--- config.mk ---
export PLATFORM = sky130hd
export DESIGN_NAME = video_timing_gen_flat
export DESIGN_NICKNAME = d
export VERILOG_FILES = /design/src/rtl/video_timing_pkg.sv /design/src/rtl/video_timing_gen_if.sv /design/src/rtl/pixel_ce_gen.sv /design/src/rtl/video_timing_gen.sv /design/src/flat_wrapper.sv
export SDC_FILE = /design/constraint.sdc
export NUM_CORES = 1
export LEC_CHECK = 0
export ABC_CLOCK_PERIOD_IN_PS = 3570
export CORE_ASPECT_RATIO = 1.4
export CORE_MARGIN = 2
export CORE_UTILIZATION = 52
export CTS_CLUSTER_DIAMETER = 40
export DETAILED_ROUTE_END_ITERATION = 12
export GPL_TIMING_DRIVEN = 1
export PLACE_DENSITY = 0.84
export SLEW_MARGIN = 20
export SYNTH_ARGS = -nofsm -noshare
export SYNTH_HDL_FRONTEND = slang
export SYNTH_SLANG_ARGS = --single-unit
--- constraint.sdc ---
create_clock -name clk_sys -period 3.57 [get_ports clk_sys]
set_input_delay 0.714 -clock clk_sys [delete_from_list [all_inputs] [get_ports clk_sys]]
set_output_delay 0.714 -clock clk_sys [all_outputs]
set_load 0.02 [all_outputs]
--- src/rtl/video_timing_pkg.sv ---
`default_nettype none
// ============================================================================
// Module      : video_timing_pkg
// Description : Shared constants for the 15/16 kHz arcade raster generator.
//               Default horizontal/vertical timing, the derived totals and
//               sync windows, bus widths, and a window-compare helper.
// Revision    : 1.0 - initial release
// ============================================================================
package video_timing_pkg;

  // Bus widths
  localparam int C_PX_W  = 9;   // pixel / line counters
  localparam int C_RGB_W = 4;   // RGB444 colour component

  // Default clk_sys cycles per pixel
  localparam int C_CLK_DIV = 4;

  // Default horizontal timing, in pixels
  localparam int C_H_ACTIVE = 288;
  localparam int C_H_FP     = 16;
  localparam int C_H_SYNC   = 32;
  localparam int C_H_BP     = 48;
  localparam int C_H_TOTAL  = C_H_ACTIVE + C_H_FP + C_H_SYNC + C_H_BP;   // 384

  // Default vertical timing, in lines
  localparam int C_V_ACTIVE = 224;
  localparam int C_V_FP     = 16;
  localparam int C_V_SYNC   = 8;
  localparam int C_V_BP     = 16;
  localparam int C_V_TOTAL  = C_V_ACTIVE + C_V_FP + C_V_SYNC + C_V_BP;   // 264

  // Sync windows: [start, end)
  localparam int C_HS_START = C_H_ACTIVE + C_H_FP;                      // 304
  localparam int C_HS_END   = C_HS_START + C_H_SYNC;                    // 336
  localparam int C_VS_START = C_V_ACTIVE + C_V_FP;                      // 240
  localparam int C_VS_END   = C_VS_START + C_V_SYNC;                    // 248

  // Unsigned half-open window test on counter values
  function automatic logic in_window(input logic [C_PX_W-1:0] v,
                                     input logic [C_PX_W-1:0] lo,
                                     input logic [C_PX_W-1:0] hi);
    return (v >= lo) && (v < hi);
  endfunction

endpackage
`default_nettype wire

--- src/rtl/video_timing_gen_if.sv ---
`default_nettype none
// ============================================================================
// Module      : video_timing_gen_if
// Description : Bus between the raster generator, the game video pipeline
//               (coordinates out, colour back) and the scandoubler (pixel
//               enable, sync, blank, RGB).
//   master : the timing generator
//   slave  : the attached video logic / downstream consumer
//   en_vid            pixel enable pulse
//   px_x, px_y        current pixel coordinates
//   pix_req           coordinates are inside the active area
//   pix_r/g/b         colour returned for the requested pixel
//   video_*_out       registered RGB, aligned with sync/blank
//   hs_out, vs_out    active-low sync
//   blank             high outside the active area
//   frame_start       one-slot pulse at the start of each frame
// Revision    : 1.0 - initial release
// ============================================================================
interface video_timing_gen_if;
  import video_timing_pkg::*;

  logic                 en_vid;
  logic [C_PX_W-1:0]    px_x;
  logic [C_PX_W-1:0]    px_y;
  logic                 pix_req;
  logic [C_RGB_W-1:0]   pix_r;
  logic [C_RGB_W-1:0]   pix_g;
  logic [C_RGB_W-1:0]   pix_b;
  logic [C_RGB_W-1:0]   video_r_out;
  logic [C_RGB_W-1:0]   video_g_out;
  logic [C_RGB_W-1:0]   video_b_out;
  logic                 hs_out;
  logic                 vs_out;
  logic                 blank;
  logic                 frame_start;

  modport master (
    output en_vid, px_x, px_y, pix_req,
    input  pix_r, pix_g, pix_b,
    output video_r_out, video_g_out, video_b_out,
    output hs_out, vs_out, blank, frame_start
  );

  modport slave (
    input  en_vid, px_x, px_y, pix_req,
    output pix_r, pix_g, pix_b,
    input  video_r_out, video_g_out, video_b_out,
    input  hs_out, vs_out, blank, frame_start
  );

endinterface
`default_nettype wire

--- src/rtl/pixel_ce_gen.sv ---
`default_nettype none
// ============================================================================
// Module      : pixel_ce_gen
// Description : clk_sys divider producing a one-cycle pixel enable every
//               CLK_DIV cycles. The pulse is registered, so it appears in the
//               cycle after the divider reaches CLK_DIV-1; the first pulse
//               is CLK_DIV cycles after reset release. CLK_DIV must be in
//               2..255 so there is always a low cycle between pulses.
//   clk_sys : system clock
//   reset   : asynchronous active-high reset
//   en_vid  : pixel enable pulse
// Revision    : 1.0 - initial release
// ============================================================================
module pixel_ce_gen #(
  parameter int CLK_DIV = 4
) (
  input  wire logic clk_sys,
  input  wire logic reset,
  output logic      en_vid
);

  localparam logic [7:0] c_div_last = 8'(CLK_DIV - 1);

  logic [7:0] r_div;
  logic       r_en_vid;

  always_ff @(posedge clk_sys or posedge reset) begin
    if (reset) begin
      r_div    <= '0;
      r_en_vid <= 1'b0;
    end else begin
      r_en_vid <= (r_div == c_div_last);
      if (r_div == c_div_last) begin
        r_div <= '0;
      end else begin
        r_div <= r_div + 8'd1;
      end
    end
  end

  assign en_vid = r_en_vid;

endmodule
`default_nettype wire

--- src/rtl/video_timing_gen.sv ---
`default_nettype none
// ============================================================================
// Module      : video_timing_gen
// Description : Arcade raster timing generator. Walks (px_x, px_y) across
//               the H_TOTAL x V_TOTAL raster once per pixel slot, requests
//               colour for the active area, and registers RGB, sync, blank
//               and frame_start together one slot after the coordinates.
//   clk_sys : system clock
//   reset   : asynchronous active-high reset
//   vid     : video bus (master side), see video_timing_gen_if
// Revision    : 1.0 - initial release
// ============================================================================
module video_timing_gen
  import video_timing_pkg::*;
#(
  parameter int CLK_DIV  = C_CLK_DIV,
  parameter int H_ACTIVE = C_H_ACTIVE,
  parameter int H_FP     = C_H_FP,
  parameter int H_SYNC   = C_H_SYNC,
  parameter int H_BP     = C_H_BP,
  parameter int V_ACTIVE = C_V_ACTIVE,
  parameter int V_FP     = C_V_FP,
  parameter int V_SYNC   = C_V_SYNC,
  parameter int V_BP     = C_V_BP
) (
  input  wire logic          clk_sys,
  input  wire logic          reset,
  video_timing_gen_if.master vid
);

  localparam int H_TOTAL = H_ACTIVE + H_FP + H_SYNC + H_BP;
  localparam int V_TOTAL = V_ACTIVE + V_FP + V_SYNC + V_BP;

  localparam logic [C_PX_W-1:0] c_h_last   = C_PX_W'(H_TOTAL - 1);
  localparam logic [C_PX_W-1:0] c_v_last   = C_PX_W'(V_TOTAL - 1);
  localparam logic [C_PX_W-1:0] c_h_active = C_PX_W'(H_ACTIVE);
  localparam logic [C_PX_W-1:0] c_v_active = C_PX_W'(V_ACTIVE);
  localparam logic [C_PX_W-1:0] c_hs_start = C_PX_W'(H_ACTIVE + H_FP);
  localparam logic [C_PX_W-1:0] c_hs_end   = C_PX_W'(H_ACTIVE + H_FP + H_SYNC);
  localparam logic [C_PX_W-1:0] c_vs_start = C_PX_W'(V_ACTIVE + V_FP);
  localparam logic [C_PX_W-1:0] c_vs_end   = C_PX_W'(V_ACTIVE + V_FP + V_SYNC);

  logic                 w_en_vid;
  logic                 w_pix_req;
  logic [C_PX_W-1:0]    r_px_x;
  logic [C_PX_W-1:0]    r_px_y;
  logic [C_RGB_W-1:0]   r_red;
  logic [C_RGB_W-1:0]   r_green;
  logic [C_RGB_W-1:0]   r_blue;
  logic                 r_hs;
  logic                 r_vs;
  logic                 r_blank;
  logic                 r_frame_start;

  pixel_ce_gen #(
    .CLK_DIV (CLK_DIV)
  ) u_pixel_ce_gen (
    .clk_sys (clk_sys),
    .reset   (reset),
    .en_vid  (w_en_vid)
  );

  // Raster counters. The line and frame wrap share one update so px_y
  // never shows V_TOTAL.
  always_ff @(posedge clk_sys or posedge reset) begin
    if (reset) begin
      r_px_x <= '0;
      r_px_y <= '0;
    end else if (w_en_vid) begin
      if (r_px_x == c_h_last) begin
        r_px_x <= '0;
        if (r_px_y == c_v_last) begin
          r_px_y <= '0;
        end else begin
          r_px_y <= r_px_y + 1'b1;
        end
      end else begin
        r_px_x <= r_px_x + 1'b1;
      end
    end
  end

  assign w_pix_req = (r_px_x < c_h_active) && (r_px_y < c_v_active);

  // Output stage: everything here describes the coordinates of the
  // previous slot, which is when the source colour has settled. px_y only
  // moves when px_x wraps, so vsync edges land on line starts.
  always_ff @(posedge clk_sys or posedge reset) begin
    if (reset) begin
      r_red         <= '0;
      r_green       <= '0;
      r_blue        <= '0;
      r_hs          <= 1'b1;
      r_vs          <= 1'b1;
      r_blank       <= 1'b1;
      r_frame_start <= 1'b0;
    end else if (w_en_vid) begin
      r_red         <= w_pix_req ? vid.pix_r : '0;
      r_green       <= w_pix_req ? vid.pix_g : '0;
      r_blue        <= w_pix_req ? vid.pix_b : '0;
      r_hs          <= ~in_window(r_px_x, c_hs_start, c_hs_end);
      r_vs          <= ~in_window(r_px_y, c_vs_start, c_vs_end);
      r_blank       <= ~w_pix_req;
      r_frame_start <= (r_px_x == '0) && (r_px_y == '0);
    end
  end

  assign vid.en_vid      = w_en_vid;
  assign vid.px_x        = r_px_x;
  assign vid.px_y        = r_px_y;
  assign vid.pix_req     = w_pix_req;
  assign vid.video_r_out = r_red;
  assign vid.video_g_out = r_green;
  assign vid.video_b_out = r_blue;
  assign vid.hs_out      = r_hs;
  assign vid.vs_out      = r_vs;
  assign vid.blank       = r_blank;
  assign vid.frame_start = r_frame_start;

endmodule
`default_nettype wire

--- src/flat_wrapper.sv ---
// flat-port wrapper written by rule: the top's interface ports become plain ports
module video_timing_gen_flat import video_timing_pkg::*;
#(
  parameter int CLK_DIV  = C_CLK_DIV,
  parameter int H_ACTIVE = C_H_ACTIVE,
  parameter int H_FP     = C_H_FP,
  parameter int H_SYNC   = C_H_SYNC,
  parameter int H_BP     = C_H_BP,
  parameter int V_ACTIVE = C_V_ACTIVE,
  parameter int V_FP     = C_V_FP,
  parameter int V_SYNC   = C_V_SYNC,
  parameter int V_BP     = C_V_BP
)
  (clk_sys, reset, vid_en_vid, vid_px_x, vid_px_y, vid_pix_req, vid_pix_r, vid_pix_g, vid_pix_b, vid_video_r_out, vid_video_g_out, vid_video_b_out, vid_hs_out, vid_vs_out, vid_blank, vid_frame_start);
  video_timing_gen_if vid_i ();
  input  wire logic clk_sys;
  input  wire logic reset;
  output wire logic [$bits(vid_i.en_vid)-1:0] vid_en_vid;
  output wire logic [$bits(vid_i.px_x)-1:0] vid_px_x;
  output wire logic [$bits(vid_i.px_y)-1:0] vid_px_y;
  output wire logic [$bits(vid_i.pix_req)-1:0] vid_pix_req;
  input wire logic [$bits(vid_i.pix_r)-1:0] vid_pix_r;
  input wire logic [$bits(vid_i.pix_g)-1:0] vid_pix_g;
  input wire logic [$bits(vid_i.pix_b)-1:0] vid_pix_b;
  output wire logic [$bits(vid_i.video_r_out)-1:0] vid_video_r_out;
  output wire logic [$bits(vid_i.video_g_out)-1:0] vid_video_g_out;
  output wire logic [$bits(vid_i.video_b_out)-1:0] vid_video_b_out;
  output wire logic [$bits(vid_i.hs_out)-1:0] vid_hs_out;
  output wire logic [$bits(vid_i.vs_out)-1:0] vid_vs_out;
  output wire logic [$bits(vid_i.blank)-1:0] vid_blank;
  output wire logic [$bits(vid_i.frame_start)-1:0] vid_frame_start;
  assign vid_en_vid = vid_i.en_vid;
  assign vid_px_x = vid_i.px_x;
  assign vid_px_y = vid_i.px_y;
  assign vid_pix_req = vid_i.pix_req;
  assign vid_i.pix_r = vid_pix_r;
  assign vid_i.pix_g = vid_pix_g;
  assign vid_i.pix_b = vid_pix_b;
  assign vid_video_r_out = vid_i.video_r_out;
  assign vid_video_g_out = vid_i.video_g_out;
  assign vid_video_b_out = vid_i.video_b_out;
  assign vid_hs_out = vid_i.hs_out;
  assign vid_vs_out = vid_i.vs_out;
  assign vid_blank = vid_i.blank;
  assign vid_frame_start = vid_i.frame_start;
  video_timing_gen #(.CLK_DIV(CLK_DIV), .H_ACTIVE(H_ACTIVE), .H_FP(H_FP), .H_SYNC(H_SYNC), .H_BP(H_BP), .V_ACTIVE(V_ACTIVE), .V_FP(V_FP), .V_SYNC(V_SYNC), .V_BP(V_BP)) u_core (.clk_sys(clk_sys), .reset(reset), .vid(vid_i));
endmodule
## After elaboration in Yosys (flattened, before gate mapping)

Cells that the tools add are included.

- Flip-flop bits (word level): 43
- Input port bits: 14
- Output and inout port bits: 36
- Logic and storage cells: 39

- Add/subtract/negate cells: 3
- Magnitude comparators: 6
- Eq/ne operators: 3
- Multiplexer cells: 6
- Bitwise operators: 3
- Reductions and logical operators: 7

Operators by type and width:

| operator | number |
|---|---|
| adder 9 x 1 -> 9 bit (second input constant) | 2 |
| == test 9 bit (second input constant) | 2 |
| logical NOT 9 bit | 2 |
| < comparator 9 x 8 -> 1 bit (second input constant) | 2 |
| < comparator 9 bit (second input constant) | 2 |
| two-way mux 9 bit | 2 |
| two-way mux 4 bit | 3 |
| greater-or-equal comparator 9 x 8 -> 1 bit (second input constant) | 1 |
| greater-or-equal comparator 9 bit (second input constant) | 1 |
| adder 8 x 1 -> 8 bit (second input constant) | 1 |
| == test 8 x 2 -> 1 bit (second input constant) | 1 |
| two-way mux 8 bit | 1 |
| logical AND 1 bit | 4 |
| inverter 1 bit | 3 |
| AND reduction 2 bit | 1 |

## Depth between registers and ports, before layout

- Depth in word-level cells: 3
- Depth in mapped cells: 6
- Depth with buffers taken out: 5

## Modules after synthesis

Synthesis repeated with hierarchy kept, for this count alone.

- Cell total of the unflattened synthesis: 188
- Area total of the unflattened synthesis: 2,085.8 sq um

By module, submodules not included:

| module | instances | cells each | area an instance (sq um) | seq. area each (sq um) |
|---|---|---|---|---|
| video_timing_gen | 1 | 157 | 1,697.9 | 854.6 |
| pixel_ce_gen | 1 | 31 | 387.9 | 225.2 |

## Worst setup path before layout

OpenSTA, ideal clock, no wires.

- Path type: reg2out
- Start: reg u_core.r_px_x[5] (netlist: u_core.vid.px_x[5])
- End: out vid_pix_req
- Arrival time: 1,096 ps
- Data required time: 2,856 ps
- Slack: 1,760 ps
- Cell stages (with the launch flop): 4
- Buffers on the path: 0
- Cell sequence: dfrtp_1 -> nor3_1 -> o21ai_0 -> inv_1

- Cells in the longest elaborated chain, start to end: 2

RTL lines:

| what | line | RTL |
|---|---|---|
| from (decl) | video_timing_gen.sv:45 | `logic [C_PX_W-1:0] r_px_x;` |
| from (signal assigned) | video_timing_gen.sv:78 | `r_px_x <= r_px_x + 1'b1;` |
| < comparator 9 bit | video_timing_gen.sv:83 | `assign w_pix_req = (r_px_x < c_h_active) && (r_px_y < c_v_active);` |
| logical AND 1 bit | video_timing_gen.sv:83 |  |
| to (decl) | flat_wrapper.sv:21 | `output wire logic [$bits(vid_i.pix_req)-1:0] vid_pix_req;` |

No other way between the ends.

## Worst setup path in the final report

Same ends and word-level chain as after synthesis.

==> impl_metrics.json <==
{
  "status": "completed",
  "min_path_cells": 1,
  "rr_worst_depth": 4,
  "setup-tns-final_ns": 0,
  "cp.required_ns": 2.86,
  "postCtsHoldBufs": 0,
  "antenna_found_initial": 0,
  "area.growth.synth_to_final_pct": 30.6,
  "avgRoutedWirePerCell_um": 14.0,
  "path_max_fanout": 13,
  "path_class": "flip-flop to output port",
  "grt_max_degree": 44,
  "finClkSkew_ns": 0.0119,
  "path_cells": "nor3_1, o21ai_0, buf_4, inv_1, clkdlybuf4s50_1",
  "cts_buffers": 5,
  "cts_root_buffer": "clkbuf_8",
  "hold_viol": 0,
  "htreeDepth": 2,
  "yosysMostFrequentCell": "dfrtp_1",
  "hpwl_um": 3060,
  "cts_resized": 0,
  "syn_area_um2": 2020,
  "drc_errors": 0,
  "critPathSlowestCell": "clkdlybuf4s50_1",
  "rr_endpoint": "u_core.vid.px_y[7]",
  "endpoint_kind": "output port",
  "n_fill_cell": 285,
  "netlist.area_leader.share": 0.496,
  "avgSynthCellArea_um2": 9.84,
  "hold_class": "flip-flop to flip-flop",
  "initial_core_util": 0.549,
  "tightest_slew_ns": 0.567,
  "cts_tree": "yes",
  "yosysTopAreaCell": "dfrtp_1",
  "synth_cell_type_count": 38,
  "synth_edf_count": 0,
  "cp_top_family": "buffers and inverters",
  "grt.overflow.total": 0,
  "drt_iter0_drc": 36,
  "rows": 26,
  "first_pass_iters": 4,
  "clockBufferDepth": 2,
  "critPathBufInv": 3,
  "power.leakage_nw": 1.14,
  "maxCapViolations": 0,
  "synthArstFlopShare": 1.00,
  "path_depth": 5,
  "syn_nets": 224,
  "syn_inst": 205,
  "rsz0062_at_grt": "false",
  "post-cts-setup-buffer-count": 0,
  "synth.cells.most_frequent": "40 x dfrtp_1, 23 x nand2_1, 21 x inv_1, 13 x nor2_1, 13 x o22ai_1",
  "core_region_area_um2": 3680,
  "maxSlewViolCount": 0,
  "arrival_ns": 2.05,
  "period_share": 0.773,
  "p_per_area_nw_per_um2": 321,
  "routed_wl_um": 4190,
  "seq_area_um2": 1080,
  "final_util": 0.717,
  "yosys_warnings": 0,
  "die_area_um2": 4400,
  "gp_congestion": 0.875,
  "yosys_register_bits": 43,
  "first_global_vias": 1646,
  "clk_latency_ns": 0.30,
  "cts.sinks": 43,
  "viasPerCell": 5.52,
  "worst_r2r_startpoint": "u_core.u_pixel_ce_gen.en_vid",
  "fmax_mhz": 362,
  "port_buffers": 49,
  "layout-drive-gt1-share": 0.0736,
  "grt_pass1_wl_um": 7290,
  "period_minus_slack_ns": 2.76,
  "num_io_pins": 50,
  "die_w_um": 56.7,
  "antenna_cells": 0,
  "ys_top_cells_by_area": "dfrtp_1 50%, nand2_1 4.3%, o22ai_1 4.0%, dfstp_2 3.9%, inv_1 3.9%",
  "report.power.total_mw": 0.846,
  "synth_ff_type": "dfrtp_1",
  "worstHoldEndpoint": "u_core.u_pixel_ce_gen.r_div[7]",
  "vias": 1657,
  "relSlewSlack": 0.619,
  "r2r_slack_ns": 1.72,
  "critPathMaxStageDelay_ns": 0.61,
  "ir_drop_v": 0.000316,
  "finalSetupViolCount": 0,
  "final_antenna_net_count": 0,
  "grt_use_total": 0.211,
  "min-delay-start": "u_core.u_pixel_ce_gen.r_div[7]",
  "multi_input_area_um2": 831,
  "start_kind": "flip-flop",
  "seq_area_frac_synth": 0.535,
  "path_clk_slew_ns": 0.08,
  "die_h_um": 77.7,
  "nets": 276
}
per-layer routing:
layer | vias to the layer above | global-route usage | wire length (um)
li1 | 817 | - | -
met2 | 43 | 0.345 | 2050
met1 | 785 | 0.253 | 1810
met4 | 0 | 0.121 | 143
met5 | - | 0 | 0
met3 | 12 | 0.0450 | 178
logic make-up after synthesis:
| group | Yosys count | synth area share |
|---|---|---|
| XOR/XNOR | 13 | 0.0564 |
| adder cells (fa/ha/maj) | 5 | 0.0310 |
| buffers and inverters | 28 | 0.0533 |
| multiplexers | 2 | 0.0112 |
| flip-flops | 43 | 0.535 |
| AND/OR/NAND/NOR | 78 | 0.207 |
| AO/OA/AOI/OAI | 36 | 0.106 |
power breakdown:
part | total [mW] | internal, mW | switching, mW
combinational | 0.0542 | 0.0284 | 0.0259
sequential | 0.497 | 0.494 | 0.00338
clock | 0.295 | 0.139 | 0.156
registers in the layout, indices dropped and copies added (netlist names):
name and cells:
u_core.u_pixel_ce_gen.en_vid 1, u_core.u_pixel_ce_gen.r_div 8, u_core.vid.blank 1, u_core.vid.frame_start 1, u_core.vid.hs_out 1, u_core.vid.px_x 9, u_core.vid.px_y 9, u_core.vid.video_b_out 4
u_core.vid.video_g_out 4, u_core.vid.video_r_out 4, u_core.vid.vs_out 1
cell type report:
| cell class | instances | share of cell area |
|---|---|---|
| tap | 42 | 0.0199 |
| inverter | 21 | 0.0299 |
| clock buffer | 8 | 0.0304 |
| sequential | 43 | 0.410 |
| timing repair buffer | 52 | 0.195 |
| multi-input combinational | 134 | 0.315 |
worst max path at each step:
stage	from	to	slack, ns
detailed placement	u_core.vid.px_x[5]	vid_pix_req	1.16
finish	u_core.vid.px_x[5]	vid_pix_req	0.81
CTS	u_core.vid.px_x[6]	vid_pix_req	0.82
global placement	u_core.vid.px_x[5]	vid_pix_req	1.17
floorplan	u_core.vid.px_x[5]	vid_pix_req	1.76
global route	u_core.vid.px_x[5]	vid_pix_req	0.71
cells in the final DEF (no fill, tap or decap), types with 4 or more instances in the layout:
cell type,instances
clkdlybuf4s50_1,49
dfrtp_1,40
nand2_1,23
inv_1,21
o22ai_1,13
nor2_1,13
o21ai_0,10
nand3_1,9
xnor2_1,8
nand4_1,7
xor2_1,5
ha_1,5
clkbuf_8,5
a21oi_1,4
nor4_1,4
per-stage QoR:
stage               cells  cell area (um2)  hold slack, ns  setup WS, ns
global route          300             2640           0.507         0.705
floorplan             205             2020           0.446          1.76
global placement      292             2550           0.463          1.17
finish                300             2640           0.474         0.809
CTS                   300             2640           0.478         0.815
detailed placement    292             2550           0.466          1.16
No activity file was read; power rests on OpenSTA's default activity.
